--- src/rtl/axi_dma_burst_arbiter.sv ---
// Round-robin arbiter sharing one DMA backend burst port between NumChan
// frontend channels, with in-order completion routing back to the issuer.
//
// Ports:
//   clk_i, rst_ni      clock, asynchronous active-low reset
//   ch_req_i           per-channel burst request (burst_req_t)
//   ch_valid_i         per-channel request valid
//   ch_ready_o         per-channel accept, only for the granted channel
//   ch_done_o          registered one-cycle completion pulse per channel
//   ch_outstanding_o   in-flight burst count per channel
//   burst_req_o        request to backend (combinational mux)
//   valid_o, ready_i   backend request handshake
//   trans_complete_i   backend completion pulse, in issue order
//   busy_o             at least one burst outstanding
//   err_o              sticky: completion received with nothing in flight
//
// Build option: define AXI_DMA_ARB_PRIO_EN to give channel 0 strict
// priority over the round-robin channels 1..NumChan-1.
module axi_dma_burst_arbiter #(
  parameter int unsigned NumChan = 4,
  parameter int unsigned MaxOutstanding = 8,
  parameter type burst_req_t = logic,
  localparam int unsigned CntW = $clog2(MaxOutstanding + 1)
) (
  input  logic                           clk_i,
  input  logic                           rst_ni,
  input  burst_req_t [NumChan-1:0]       ch_req_i,
  input  logic [NumChan-1:0]             ch_valid_i,
  output logic [NumChan-1:0]             ch_ready_o,
  output logic [NumChan-1:0]             ch_done_o,
  output logic [NumChan-1:0][CntW-1:0]   ch_outstanding_o,
  output burst_req_t                     burst_req_o,
  output logic                           valid_o,
  input  logic                           ready_i,
  input  logic                           trans_complete_i,
  output logic                           busy_o,
  output logic                           err_o
);

  localparam int unsigned IdxW = $clog2(NumChan);
  localparam int unsigned PtrW = $clog2(MaxOutstanding);

  typedef logic [IdxW-1:0] idx_t;
  typedef logic [PtrW-1:0] ptr_t;
  typedef logic [CntW-1:0] cnt_t;

  idx_t               rr_q;
  idx_t               rr_nxt;
  idx_t               lock_idx_q;
  logic               lock_q;
  idx_t               grant;
  idx_t               head;
  idx_t               fifo_q [MaxOutstanding];
  ptr_t               wr_q;
  ptr_t               rd_q;
  cnt_t               fill_q;
  cnt_t [NumChan-1:0] out_q;
  logic [NumChan-1:0] done_q;
  logic               err_q;
  logic               full;
  logic               empty;
  logic               push;
  logic               pop;
  logic [NumChan-1:0] inc;
  logic [NumChan-1:0] dec;

  assign full  = fill_q == cnt_t'(MaxOutstanding);
  assign empty = fill_q == '0;
  assign head  = fifo_q[rd_q];

  // Scan from the rr pointer upward, wrapping; a held lock overrides.
  always_comb begin
    logic [IdxW:0] idx;
    logic          found;
    grant = rr_q;
    found = 1'b0;
    idx   = '0;
`ifdef AXI_DMA_ARB_PRIO_EN
    if (ch_valid_i[0]) begin
      grant = '0;
      found = 1'b1;
    end
`endif
    for (int i = 0; i < NumChan; i++) begin
      idx = {1'b0, rr_q} + (IdxW + 1)'(i);
      if (idx >= (IdxW + 1)'(NumChan)) begin
        idx = idx - (IdxW + 1)'(NumChan);
      end
      if (!found && ch_valid_i[idx[IdxW-1:0]]) begin
        grant = idx[IdxW-1:0];
        found = 1'b1;
      end
    end
    if (lock_q) begin
      grant = lock_idx_q;
    end
  end

  assign burst_req_o = ch_req_i[grant];
  assign valid_o     = |ch_valid_i & ~full;
  assign push        = valid_o & ready_i;
  assign pop         = trans_complete_i & ~empty;

  always_comb begin
    ch_ready_o = '0;
    if (push) begin
      ch_ready_o[grant] = 1'b1;
    end
  end

  always_comb begin
    rr_nxt = rr_q;
    if (push) begin
      if (grant == idx_t'(NumChan - 1)) begin
        rr_nxt = '0;
      end else begin
        rr_nxt = grant + idx_t'(1);
      end
`ifdef AXI_DMA_ARB_PRIO_EN
      if (grant == '0) begin
        rr_nxt = rr_q;
      end
`endif
    end
  end

  always_comb begin
    inc = '0;
    dec = '0;
    if (push) begin
      inc[grant] = 1'b1;
    end
    if (pop) begin
      dec[head] = 1'b1;
    end
  end

  always_ff @(posedge clk_i or negedge rst_ni) begin
    if (!rst_ni) begin
      rr_q       <= '0;
      lock_q     <= 1'b0;
      lock_idx_q <= '0;
    end else begin
      rr_q <= rr_nxt;
      if (push) begin
        lock_q <= 1'b0;
      end else if (valid_o) begin
        lock_q     <= 1'b1;
        lock_idx_q <= grant;
      end
    end
  end

  always_ff @(posedge clk_i or negedge rst_ni) begin
    if (!rst_ni) begin
      for (int i = 0; i < MaxOutstanding; i++) begin
        fifo_q[i] <= '0;
      end
      wr_q   <= '0;
      rd_q   <= '0;
      fill_q <= '0;
    end else begin
      if (push) begin
        fifo_q[wr_q] <= grant;
        wr_q         <= wr_q + ptr_t'(1);
      end
      if (pop) begin
        rd_q <= rd_q + ptr_t'(1);
      end
      if (push && !pop) begin
        fill_q <= fill_q + cnt_t'(1);
      end else if (pop && !push) begin
        fill_q <= fill_q - cnt_t'(1);
      end
    end
  end

  always_ff @(posedge clk_i or negedge rst_ni) begin
    if (!rst_ni) begin
      out_q  <= '0;
      done_q <= '0;
      err_q  <= 1'b0;
    end else begin
      for (int c = 0; c < NumChan; c++) begin
        if (inc[c] && !dec[c]) begin
          out_q[c] <= out_q[c] + cnt_t'(1);
        end else if (dec[c] && !inc[c]) begin
          out_q[c] <= out_q[c] - cnt_t'(1);
        end
      end
      done_q <= dec;
      if (trans_complete_i && empty) begin
        err_q <= 1'b1;
      end
    end
  end

  assign ch_done_o        = done_q;
  assign ch_outstanding_o = out_q;
  assign busy_o           = ~empty;
  assign err_o            = err_q;

endmodule

--- config.mk ---
export PLATFORM = sky130hd
export DESIGN_NAME = axi_dma_burst_arbiter
export DESIGN_NICKNAME = d
export VERILOG_FILES = /design/src/rtl/axi_dma_burst_arbiter.sv
export SDC_FILE = /design/constraint.sdc
export NUM_CORES = 1
export LEC_CHECK = 0
export CAP_MARGIN = 20
export CORE_ASPECT_RATIO = 0.9
export CORE_MARGIN = 10
export CORE_UTILIZATION = 59
export DETAILED_ROUTE_END_ITERATION = 16
export PLACE_DENSITY = 0.84
export SETUP_SLACK_MARGIN = 0.02
export SLEW_MARGIN = 5
export SYNTH_ARGS = -nofsm -noshare
export SYNTH_HDL_FRONTEND = slang
export SYNTH_SLANG_ARGS = --single-unit
export TNS_END_PERCENT = 50
--- constraint.sdc ---
create_clock -name clk_i -period 9.1 [get_ports clk_i]
set_input_delay 1.365 -clock clk_i [delete_from_list [all_inputs] [get_ports clk_i]]
set_output_delay 1.365 -clock clk_i [all_outputs]
set_load 0.01 [all_outputs]
# == Word-level counts from Yosys, hierarchy flattened ==
# Index checks and enable logic that the tools add are counted.
# op_classes
add_sub_neg,20
order_cmp,15
eq_ne,2
n_mux,47
bitwise_logic,8
reduce_logical,39
# op_table
operator,n
4-bit 2-to-1 mux,12
2-bit 2-to-1 mux,13
"4-bit by 1-bit adder with 4-bit output, second input constant",5
"4-bit by 1-bit subtractor with 4-bit output, second input constant",5
"2-bit by 3-bit < comparator with 1-bit output, second input constant",6
1-bit logical AND,17
16-bit bitwise mux,1
1-bit logical NOT,13
1-bit 2-to-1 mux,12
2-bit nonzero test,6
1-bit binary-select mux with 2-bit select,5
"3-bit greater-or-equal comparator, second input constant",3
"4-bit greater-or-equal comparator, second input constant",2
3-bit inverter with 4-bit output,2
"2-bit by 1-bit subtractor with 2-bit output, second input constant",4
"2-bit by 2-bit adder with 3-bit output, second input constant",2
"3-bit by 1-bit adder with 3-bit output, second input constant",2
2-bit binary-select mux with 3-bit select,1
2-bit demux with 3-bit select,1
1-bit demux with 2-bit select,2
"4-bit == test, second input constant",1
"2-bit by 1-bit greater-or-equal comparator with 1-bit output, second input constant",2
4-bit logical NOT,1
"4-bit by 1-bit < comparator with 1-bit output, second input constant",1
8 further kinds,12
# totals
reg_bits,52
in_bits,12
out_inout_bits,28
wordCells,151

# == Logic depth before layout (Yosys ltp) ==
# logic_depth
word_depth,24
mapped_depth,17
depth_no_buf,16

# == Worst setup path before layout ==
# Ideal clock, no wire load.
# synth_timing
kind,input port to output port
from,input port ch_valid_i[0]
to,output port ch_ready_o[1]
arrival_time_ns,2.661
t_required_ns,7.735
path_slack_ns,5.074
path_stages,7
n_path_buf,0
cell_sequence,mux2_2 -> o22a_1 -> o221ai_1 -> o21ai_2 -> inv_2 -> ha_1 -> and3_1
# synth_between
elab_chain_cells,18
elab_cells_between_ends,31
classes_between,order compare (2); mux (19); bitwise (2); reduce/logical (8)
# synth_rtl
item,line_no,rtl
"start, declared",28,"input logic [NumChan-1:0] ch_valid_i,"
1-bit binary-select mux with 2-bit select,89,if (!found && ch_valid_i[idx[IdxW-1:0]]) begin
1-bit 2-to-1 mux (implied by the code),89,
1-bit 2-to-1 mux,89,
1-bit logical NOT,89,
1-bit logical AND,89,
1-bit 2-to-1 mux,89,
1-bit logical NOT,89,
1-bit logical AND,89,
[3 not listed],n/a,
2-bit 2-to-1 mux *,89,
2-bit 2-to-1 mux *,94,if (lock_q) begin
named net grant[1],51,idx_t grant;
2-bit by 3-bit < comparator with 1-bit output (implied by the code) / 2-bit by 1-bit greater-or-equal comparator with 1-bit output (equally long branches),107,ch_ready_o[grant] = 1'b1;
1-bit logical AND (implied by the code),107,
1-bit 2-to-1 mux (implied by the code),107,
1-bit demux with 2-bit select *,107,
4-bit 2-to-1 mux *,106,if (push) begin
"end, declared",29,"output logic [NumChan-1:0] ch_ready_o,"
# Mark *: on every way through the listed nets, which the timed path passes. The rest lies on a longest branch. The select of a mux whose other input is x is not followed.

# == Final worst setup path ==
# layout_timing
from,input port ch_valid_i[0]
to,output port ch_ready_o[0]
# Same word-level chain as after synthesis.

==> report_table.html <==
<table>
<tr><th>Metric</th><th>Value</th></tr>
<tr><th colspan="2">Run status</th></tr>
<tr><td>Outcome</td><td>completed</td></tr>
<tr><th colspan="2">Drt</th></tr>
<tr><td>Number of violations reported at the end of detailed-routing iteration 0</td><td>51</td></tr>
<tr><td>Ratio of routed vias to standard cells</td><td>~5.4</td></tr>
<tr><td>DRT Wirelength</td><td>between 5 and 6 mm</td></tr>
<tr><td>Number of routed nets with antenna violations</td><td>0</td></tr>
<tr><td>Vias</td><td>1930</td></tr>
<tr><td>Number of remaining DRC errors</td><td>0</td></tr>
<tr><td>Drt pass-1 iters</td><td>4</td></tr>
<tr><td>Wirelength per Cell</td><td>around 15 um</td></tr>
<tr><th colspan="2">Critical path</th></tr>
<tr><td>Sequence of cells on the critical path</td><td>clkdlybuf4s50_1, mux2_2, o22a_1, o221ai_1, o21ai_2, inv_2, ha_1, and3_1, clkdlybuf4s50_1</td></tr>
<tr><td>Critical path arrival</td><td>slightly above 4 ns</td></tr>
<tr><td>Critical-path maximum fanout</td><td>8</td></tr>
<tr><td>Critical path's most frequent cell</td><td>sky130_fd_sc_hd__clkdlybuf4s50_1</td></tr>
<tr><td>Minimum setup slack among reg-to-reg paths</td><td>5.76 ns</td></tr>
<tr><td>CP max stage delay</td><td>a little over 0.6 ns</td></tr>
<tr><td>Worst path required time</td><td>just under 8 ns</td></tr>
<tr><td>Kind of start point of the critical path</td><td>primary input</td></tr>
<tr><td>CP Capture Type</td><td>primary output</td></tr>
<tr><td>Critical path's top delay family</td><td>buffers and inverters</td></tr>
<tr><td>Start-to-end type of the worst setup path</td><td>in2out</td></tr>
<tr><td>CP Buf/Inv Count</td><td>3</td></tr>
<tr><td>CP max stage cell</td><td>sky130_fd_sc_hd__clkdlybuf4s50_1</td></tr>
<tr><th colspan="2">Clocking</th></tr>
<tr><td>Clock input transition at the sequential cells of the worst setup and hold paths</td><td>0.09 ns</td></tr>
<tr><td>Cts bufs inserted</td><td>5</td></tr>
<tr><td>Post-CTS Setup Repair Bufs</td><td>0</td></tr>
<tr><td>Insertion delay of the later-clocked pin in the worst-skew pair</td><td>0.29 ns</td></tr>
<tr><td>Clock Path Buffers</td><td>2</td></tr>
<tr><td>H-tree depth reported by CTS</td><td>2</td></tr>
<tr><td>Count of hold-fix buffers inserted at cts</td><td>0</td></tr>
<tr><td>Clock root cell</td><td>sky130_fd_sc_hd__clkbuf_8</td></tr>
<tr><td>Count of clock tree sinks</td><td>52</td></tr>
<tr><td>Cts repair resizes</td><td>0</td></tr>
<tr><td>Clock tree from TritonCTS</td><td>yes</td></tr>
<tr><th colspan="2">Pwr</th></tr>
<tr><td>Leakage power</td><td>1.53 nW</td></tr>
<tr><td>Highest ir drop seen on vdd</td><td>~0.18 mV</td></tr>
<tr><td>Total power after layout</td><td>~1.3 mW</td></tr>
<tr><td>Power density over the cells</td><td>384 nW/um^2</td></tr>
<tr><th colspan="2">Final layout</th></tr>
<tr><td>Fraction of layout instances using a drive strength above 1</td><td>14.3%</td></tr>
<tr><td>Leading cell types in the layout, fill and taps excluded</td><td>52 x sky130_fd_sc_hd__dfrtp_1, 38 x sky130_fd_sc_hd__clkdlybuf4s50_1, 23 x sky130_fd_sc_hd__nand2_1, 21 x sky130_fd_sc_hd__ha_1, 19 x sky130_fd_sc_hd__xnor2_1</td></tr>
<tr><td>Number of antenna cells inserted</td><td>0</td></tr>
<tr><td>Most frequent standard cell in the layout excluding fill and tap cells</td><td>sky130_fd_sc_hd__dfrtp_1</td></tr>
<tr><td>Filler-free cell count of the finished design</td><td>roughly 360</td></tr>
<tr><td>Final core area utilization</td><td>a little over 70%</td></tr>
<tr><td>Post-layout nets</td><td>330</td></tr>
<tr><td>Layout area overhead</td><td>18.7%</td></tr>
<tr><th colspan="2">Synth</th></tr>
<tr><td>Average size of a mapped cell</td><td>~12 um^2</td></tr>
<tr><td>Netlist area before placement</td><td>between 2000 and 3000 um^2</td></tr>
<tr><td>Yosys cell types</td><td>40</td></tr>
<tr><td>Gate count after technology mapping</td><td>250</td></tr>
<tr><td>Count of state elements after synthesis</td><td>52</td></tr>
<tr><td>Syn_nets</td><td>288</td></tr>
<tr><td>Sequential fraction of the synthesis area</td><td>45.0%</td></tr>
<tr><td>Number of synthesis warnings</td><td>0</td></tr>
<tr><th colspan="2">GRT</th></tr>
<tr><td>Met2 Use GR</td><td>23.5%</td></tr>
<tr><td>First-pass GRT wire length</td><td>between 9 and 10 mm</td></tr>
<tr><td>Routing usage on met3</td><td>under 10%</td></tr>
<tr><td>Overflow after GRT</td><td>0</td></tr>
<tr><td>Most crowded layer after global routing</td><td>met2</td></tr>
<tr><td>Maximum number of pins on one net before global-route repair</td><td>between 50 and 60</td></tr>
<tr><td>Antenna violations before repair</td><td>0</td></tr>
<tr><td>Global-route met1 utilization</td><td>between 15 and 20%</td></tr>
<tr><td>Number of global-route vias before repair</td><td>between 1500 and 2000</td></tr>
<tr><td>Total routing resource utilization after global routing</td><td>approximately 14%</td></tr>
<tr><th colspan="2">Placement</th></tr>
<tr><td>Number of port buffers</td><td>39</td></tr>
<tr><td>Placer Congestion</td><td>~0.76</td></tr>
<tr><td>Total instance count after detailed placement</td><td>between 300 and 400</td></tr>
<tr><td>Worst slack at placement</td><td>3.68 ns</td></tr>
<tr><td>Detailed Place HPWL</td><td>4.20 mm</td></tr>
<tr><th colspan="2">Floorplan</th></tr>
<tr><td>Core Box Area</td><td>4800 um^2</td></tr>
<tr><td>I/O pin cnt</td><td>40</td></tr>
<tr><td>Die Area</td><td>around 8100 um^2</td></tr>
<tr><td>Chip height</td><td>approximately 86 um</td></tr>
<tr><td>Initial Utilization</td><td>between 60% and 70%</td></tr>
<tr><td>Number of placement rows</td><td>24</td></tr>
<tr><td>Width of the die</td><td>between 90 and 100 um</td></tr>
<tr><th colspan="2">Timing</th></tr>
<tr><td>Final number of hold-violating endpoints</td><td>0</td></tr>
<tr><td>Final worst path period share</td><td>59.6%</td></tr>
<tr><td>Worst Clk Skew</td><td>between 0.004 and 0.005 ns</td></tr>
<tr><td>Worst slew margin relative to its limit</td><td>a little over half</td></tr>
<tr><td>Number of max-slew violations in the final report</td><td>0</td></tr>
<tr><td>Setup WS post-layout</td><td>3.68 ns</td></tr>
<tr><td>Max frequency</td><td>about 180 MHz</td></tr>
<tr><td>Final total negative setup slack</td><td>0 ns</td></tr>
<tr><td>Min Tclk post-route</td><td>~5.4 ns</td></tr>
<tr><td>Setup repair after global routing missed its margin</td><td>false</td></tr>
<tr><td>Total of endpoints with negative setup slack in the final report</td><td>0</td></tr>
<tr><td>Worst slew pin tran</td><td>between 0.7 and 0.8 ns</td></tr>
<tr><th colspan="2">Job</th></tr>
<tr><td>Maxcap violations</td><td>0</td></tr>
<tr><th colspan="2">Hold path</th></tr>
<tr><td>Worst Hold Class</td><td>reg2reg</td></tr>
</table>
-- state kept, by name, indices dropped and copies added, names as in the netlist --
signal	cells
err_o	1
ch_done_o	4
rr_q	2
ch_outstanding_o	16
lock_q	1
fill_q	4
fifo_q	16
wr_q	3
rd_q	3
lock_idx_q	2
-- worst register-to-register path, delay by kind of cell, from the launching register on --
kind	cells	cell delay [ns]
AOI/OAI and AO/OA	6	1.18
xor gates and xnor gates	2	0.28
adders and majority gates	3	0.69
buffers and inverters	3	0.34
DFF	1	0.48
and+or+nand+nor	2	0.25
-- Yosys cell counts (all sizes together) --
cell,count,area share (%)
nand2b,1,0.22
buf,2,0.43
xnor2,19,5.8
nor4b,2,1.0
nor2,16,2.1
a21oi,14,2.8
o221ai,1,0.30
o21bai,1,0.26
xor2,5,1.5
fa,5,3.5
dfrtp,52,45
ha,21,9.1
mux2i,5,1.7
o21ai,13,2.4
a21o,7,1.8
nand4b,2,0.61
clkbuf,3,0.39
nand2,25,3.6
nor3,2,0.35
o22a,1,0.30
nor4bb,2,0.69
nor4,2,0.65
mux4,4,3.1
or3,1,0.39
nor2b,2,0.43
inv,16,2.2
mux2,20,8.0
and3,4,0.86
and2,1,0.22
a211oi,1,0.26
-- where the power goes --
| part | internal, mW | switching (mW) | total [mW] |
|---|---|---|---|
| clock network | 0.0621 | 0.0691 | 0.131 |
| registers | 0.349 | 0.119 | 0.468 |
| logic | 0.395 | 0.323 | 0.718 |
| total | 0.805 | 0.511 | 1.32 |
-- cells by family (layout without fill, tap and decap cells) --
group,count (synthesis),count (layout),share of synthesized area [%]
xor gates and xnor gates,24,24,7.27
buffers and inverters,21,64,3.07
adders and majority gates,26,26,12.5
and+or+nand+nor,60,60,11.1
muxes,29,29,12.9
DFF,52,52,45.0
AOI/OAI and AO/OA,38,38,8.13
-- through the flow --
stage	hold WS [ns]	area [um^2]
5_1_grt	0.492	3430
3_5_place_dp	0.459	3340
6_report	0.469	3430
3_3_place_gp	0.455	3340
4_1_cts	0.476	3430
2_1_floorplan	0.450	2890
-- metal layers --
metal | part of all wire, % | wire [um]
met1 | 44 | 2440
met2 | 48 | 2660
met3 | 5.8 | 318
met4 | 1.6 | 89
met5 | 0 | 0
-- final timing paths --
path	startpoint	to	cells past startpoint
max in group asynchronous	rst_ni	ch_outstanding_o[10]$_DFFE_PN0P_	2
worst max-delay path	ch_valid_i[0]	ch_ready_o[0]	9
worst max register to register	rr_q[1]$_DFFE_PN0P_	ch_outstanding_o[3]$_DFFE_PN0P_	16
worst min register to register	ch_outstanding_o[15]$_DFFE_PN0P_	ch_outstanding_o[15]$_DFFE_PN0P_	1
min in group asynchronous	rst_ni	ch_outstanding_o[14]$_DFFE_PN0P_	2
worst min-delay path	ch_outstanding_o[15]$_DFFE_PN0P_	ch_outstanding_o[15]$_DFFE_PN0P_	1
-- area by class of cell --
type / instances / area, um^2
clock buffers: 8 / 90.1
fillers: 361 / 1370
inverters: 16 / 65.1
multi-input cells: 177 / 1500
flip-flops and latches: 52 / 1300
well taps: 65 / 81.3
repair buffers: 40 / 393
(Power assumes the default switching activity.)
